--- config.mk ---
export PLATFORM = sky130hd
export DESIGN_NAME = uart_tx
export DESIGN_NICKNAME = d
export VERILOG_FILES = /design/src/rtl/uart_tx.sv
export SDC_FILE = /design/constraint.sdc
export NUM_CORES = 1
export LEC_CHECK = 0
export CAP_MARGIN = 20
export CORE_ASPECT_RATIO = 1.4
export CORE_MARGIN = 3
export CORE_UTILIZATION = 45
export DETAILED_ROUTE_END_ITERATION = 6
export PLACE_DENSITY = 0.59
export RECOVER_POWER = 100
export SLEW_MARGIN = 20
export SYNTH_ARGS = -nofsm -noshare
export SYNTH_HDL_FRONTEND = slang
export SYNTH_SLANG_ARGS = --single-unit
--- constraint.sdc ---
create_clock -name clk -period 5.4 [get_ports clk]
set_input_delay 0.81 -clock clk [delete_from_list [all_inputs] [get_ports clk]]
set_output_delay 0.81 -clock clk [all_outputs]
set_load 0.05 [all_outputs]
--- src/rtl/uart_tx.sv ---
// UART transmitter with an integrated TX FIFO: LSB-first frames of start, data, [parity], stop bit(s).
// Define UART_TX_PARITY_EN to add one even parity bit after the data bits.
module uart_tx #(
    parameter int CLOCK_FREQ = 100_000_000,
    parameter int BAUD       = 115200,
    parameter int DATA_BITS  = 8,
    parameter int STOP_BITS  = 1,
    parameter int FIFO_DEPTH = 16
) (
    input  logic                 clk,
    input  logic                 rst,
    input  logic                 wr_en,
    input  logic [DATA_BITS-1:0] d_in,
    output logic                 tx,
    output logic                 tx_busy,
    output logic                 full,
    output logic                 empty,
    output logic                 fifo_overflow
);

    localparam int BAUD_DIV = CLOCK_FREQ / BAUD;
    localparam int BAUD_W   = (BAUD_DIV > 1) ? $clog2(BAUD_DIV) : 1;
    localparam int AW       = $clog2(FIFO_DEPTH);
    localparam int BIT_W    = $clog2(DATA_BITS + 1);

    typedef enum logic [2:0] {
        S_IDLE,
        S_START,
        S_DATA,
`ifdef UART_TX_PARITY_EN
        S_PARITY,
`endif
        S_STOP
    } state_t;

    state_t                r_state, w_state_next;
    logic [DATA_BITS-1:0]  r_mem [FIFO_DEPTH];
    logic [AW:0]           r_wr_ptr, r_rd_ptr;
    logic [BAUD_W-1:0]     r_baud;
    logic [BIT_W-1:0]      r_bit;
    logic [DATA_BITS-1:0]  r_shift, w_shift_next;
    logic                  r_parity;
    logic                  r_tx, r_busy, r_overflow;
    logic                  w_tx_d, w_busy_d;
    logic                  w_empty, w_full, w_pop, w_push, w_baud_done;
    logic [DATA_BITS-1:0]  w_head;

    assign w_empty     = (r_wr_ptr == r_rd_ptr);
    assign w_full      = (r_wr_ptr[AW] != r_rd_ptr[AW]) && (r_wr_ptr[AW-1:0] == r_rd_ptr[AW-1:0]);
    assign w_head      = r_mem[r_rd_ptr[AW-1:0]];
    // A pop on the same edge frees a slot, so a write while full is still accepted.
    assign w_push      = wr_en && (!w_full || w_pop);
    assign w_baud_done = (r_baud == BAUD_W'(BAUD_DIV - 1));

    // NOTE: the FIFO storage has no reset; only the pointers define its contents.
    always_ff @(posedge clk) begin
        if (w_push) r_mem[r_wr_ptr[AW-1:0]] <= d_in;
    end

    // NOTE: sequential state uses non-blocking assignments so every register samples pre-edge values.
    always_ff @(posedge clk) begin
        if (rst) begin
            r_wr_ptr   <= '0;
            r_rd_ptr   <= '0;
            r_overflow <= 1'b0;
        end else begin
            if (w_push) r_wr_ptr <= r_wr_ptr + 1'b1;
            if (w_pop)  r_rd_ptr <= r_rd_ptr + 1'b1;
            r_overflow <= wr_en && w_full && !w_pop;
        end
    end

    always_ff @(posedge clk) begin
        if (rst) r_state <= S_IDLE;
        else     r_state <= w_state_next;
    end

    // NOTE: every output of a combinational block gets a default first, so no latch is inferred.
    always_comb begin
        w_state_next = r_state;
        w_pop        = 1'b0;
        case (r_state)
            S_IDLE: if (!w_empty) begin
                w_state_next = S_START;
                w_pop        = 1'b1;
            end
            S_START: if (w_baud_done) w_state_next = S_DATA;
            S_DATA: if (w_baud_done && r_bit == BIT_W'(DATA_BITS - 1)) begin
`ifdef UART_TX_PARITY_EN
                w_state_next = S_PARITY;
`else
                w_state_next = S_STOP;
`endif
            end
`ifdef UART_TX_PARITY_EN
            S_PARITY: if (w_baud_done) w_state_next = S_STOP;
`endif
            S_STOP: if (w_baud_done && r_bit == BIT_W'(STOP_BITS - 1)) begin
                if (!w_empty) begin
                    w_state_next = S_START;
                    w_pop        = 1'b1;
                end else begin
                    w_state_next = S_IDLE;
                end
            end
            default: w_state_next = S_IDLE;
        endcase
    end

    always_comb begin
        w_shift_next = r_shift;
        if (w_pop)                                  w_shift_next = w_head;
        else if (r_state == S_DATA && w_baud_done)  w_shift_next = r_shift >> 1;
    end

    // Line level is decoded from the upcoming state so tx leaves a flop aligned with the state change.
    always_comb begin
        w_tx_d   = 1'b1;
        w_busy_d = (w_state_next != S_IDLE);
        case (w_state_next)
            S_START:  w_tx_d = 1'b0;
            S_DATA:   w_tx_d = w_shift_next[0];
`ifdef UART_TX_PARITY_EN
            S_PARITY: w_tx_d = r_parity;
`endif
            default:  w_tx_d = 1'b1;
        endcase
    end

    always_ff @(posedge clk) begin
        if (rst) begin
            r_baud   <= '0;
            r_bit    <= '0;
            r_shift  <= '0;
            r_parity <= 1'b0;
            r_tx     <= 1'b1;
            r_busy   <= 1'b0;
        end else begin
            if (r_state == S_IDLE || w_baud_done) r_baud <= '0;
            else                                  r_baud <= r_baud + 1'b1;
            if (w_state_next != r_state) r_bit <= '0;
            else if (w_baud_done)        r_bit <= r_bit + 1'b1;
            r_shift <= w_shift_next;
            if (w_pop) r_parity <= ^w_head;
            r_tx   <= w_tx_d;
            r_busy <= w_busy_d;
        end
    end

    assign tx            = r_tx;
    assign tx_busy       = r_busy;
    assign full          = w_full;
    assign empty         = w_empty;
    assign fifo_overflow = r_overflow;

endmodule

==> flow_summary.json <==
{
  "holdCritPathClass": "flip-flop to flip-flop",
  "synth_fa_ha_area_share_pct": 1.44,
  "postLayoutCellArea_sq_um": 7840,
  "path_cells": "clkbuf_1 > mux4_2 > mux2i_1 > mux2i_1 > a32oi_1 > a21oi_1",
  "synth-xor-area-share_pct": 2.01,
  "finalHoldViolations": 0,
  "layout_commonest_cell": "edfxtp_1",
  "synth_cell_types": 45,
  "gp_congestion": 0.785,
  "drt-pass1-iter-count": 4,
  "synth_compound_gate_area_share_pct": 4.35,
  "synth_mux_area_share_pct": 15.1,
  "ys_warn_count": 0,
  "pin_count": 16,
  "final_max_slew_viol_count": 25,
  "end_kind": "flip-flop",
  "slowest_delay_ns": 1.51,
  "hold_ws_ns": 0.443,
  "track_usage_pct": 18.0,
  "syn_avg_cell_area_sq_um": 16.1,
  "synth-simple-area-share_pct": 7.87,
  "drt_iter0_drc": 238,
  "min_from": "r_baud[0]",
  "start_kind": "flip-flop",
  "tritoncts": "built",
  "cap_violations": 1,
  "synth_nets": 451,
  "antenna_found_initial": 0,
  "preCtsSetupSlack_ns": 1.98,
  "netlist_instances": 432,
  "crit_required_ns": 5.64,
  "status": "finished, violations left",
  "tns_ns": 0,
  "cts_made_buffers": 17,
  "hold_buffers": 0,
  "synth-seq-area-share_pct": 67.3,
  "layout_common_cells": "edfxtp_1, dfxtp_1, mux4_2, mux2i_1, a21oi_1",
  "ant_nets": 0,
  "die_w_um": 111,
  "clkSlewWorstSetupHoldPaths_ns": 0.07,
  "peakVddDrop_mv": 0.194,
  "final_cells": 650,
  "cts_setup_buffers": 0,
  "crit_path_frequent_cell": "mux2i_1",
  "violations": "capacitance limit, slew limit",
  "grt_setup_unrepaired": "no",
  "p_leak_nw": 2.52,
  "cts_max_level": 4,
  "finalPower_mw": 2.93,
  "clkSinkCount": 170,
  "min_period_ns": 3.89,
  "setup_viol": 0,
  "ys_async_sr_fraction_pct": 0,
  "cp_slowest_cell": "clkbuf_1",
  "synthFlopType": "edfxtp_1",
  "drt_wl_total_um": 14800,
  "synth_area_sq_um": 6970,
  "skew_ns": 0.0101,
  "grt_pass1_wl_um": 22700,
  "max_freq_mhz": 257,
  "core_area_sq_um": 15100,
  "fin_crit_sh_pct": 72.0,
  "synth_top_family_by_area": "multiplexers",
  "synth_edf_count": 128,
  "diodes": 0,
  "dp_hpwl_um": 10100,
  "start_util_pct": 46.1,
  "synth_seq_cells": 170,
  "dp.cells": 618,
  "cp.arrival_ns": 4.12,
  "vias": 3730,
  "rows": 53,
  "cp_max_fo": 24,
  "placed_area_sq_um": 7280,
  "power.density_nw_per_um2": 374,
  "grt_pass1_vias": 3878,
  "worst_pin_slew_ns": 2.03,
  "die_area_sq_um": 17000,
  "grt_max_degree": 36,
  "fp.dieH_um": 153,
  "clockBufferDepth": 2,
  "layout-drive-gt1-share_pct": 16.4,
  "viasPerCell": 5.74,
  "final_util_pct": 51.9,
  "remaining_drc_errors": 0,
  "place.port_buffers": 15,
  "slew_headroom_pct": -35.3,
  "wl_per_cell_um": 22.7,
  "cts_root_buf": "clkbuf_16",
  "worst_slack_ns": 1.51,
  "crit_type": "flip-flop to flip-flop",
  "grt-ovfl-total": 0,
  "nets": 464,
  "ctsResizeCount": 0,
  "synthToLayoutAreaGrowth_pct": 12.6,
  "clock_latency_ns": 0.42
}
-- where the power goes --
part	switching [mW]	internal (mW)
clock	0.512	0.691
sequential	0.0265	1.43
combinational	0.160	0.110
-- cells by family after synthesis --
group,Yosys count
fa+ha+maj,8
simple gates,95
buf+inv,32
flops,170
mux,63
compound gates,47
xor+xnor,16
other cells,1
-- worst max-delay path, delay by kind of cell (launching register included) --
| kind | cells | cell delay [ns] |
|---|---|---|
| mux | 3 | 1.14 |
| compound gates | 2 | 0.35 |
| flops | 1 | 0.69 |
| buf+inv | 1 | 1.51 |
-- routing by layer --
metal	part of all wire [%]	global-route usage, %
met3	3.8	3.88
met2	55	31.7
met5	0	0
met4	2.3	7.36
met1	39	21.3
-- cell type report --
cell class                 instances  area (sq um)
multi-input combinational        230          2130
clock buffer                      17           425
clock inverter                    15           163
inverter                           7          26.3
timing repair buffer              19           169
fill                            1275          7280
sequential                       170          4680
tap                              192           240
-- state kept, by name, indices dropped and copies added (netlist names), named ones only --
signal and cells:
r_mem 128, r_baud 10, r_shift 8, r_rd_ptr 5, r_wr_ptr 5, r_bit 4, r_state 3, fifo_overflow 1
tx 1, tx_busy 1
-- final timing paths --
| kind | cells after the start | slack (ns) | end |
|---|---|---|---|
| max | 6 | 1.51 | r_shift[5] |
| min | 1 | 0.44 | r_baud[0] |
| max reg2reg | 6 | 1.51 | r_shift[5] |
| min reg2reg | 1 | 0.44 | r_baud[0] |
-- cell usage after synthesis, drive strengths merged, types with 2 or more instances --
cell / n / area share [%]
nor3: 6 / 0.43
o21ai: 3 / 0.22
xor2: 9 / 1.1
mux4: 33 / 11
or3: 2 / 0.18
mux2i: 24 / 3.4
dfxtp: 42 / 12
nand2b: 3 / 0.27
buf: 12 / 0.86
xnor2: 7 / 0.88
edfxtp: 128 / 55
ha: 8 / 1.4
nand3: 13 / 0.93
nor2: 19 / 1.0
nand2: 5 / 0.27
mux2: 6 / 0.97
or4: 2 / 0.22
and3: 16 / 1.4
nor2b: 9 / 0.81
nand4: 4 / 0.36
a21oi: 21 / 1.5
inv: 7 / 0.38
o31ai: 2 / 0.22
o211ai: 7 / 0.75
a32oi: 6 / 0.75
and2: 7 / 0.63
clkbuf: 13 / 0.70
a211oi: 2 / 0.22
nor3b: 2 / 0.22
nor4: 2 / 0.40
No activity file was read; power rests on OpenSTA's default activity.
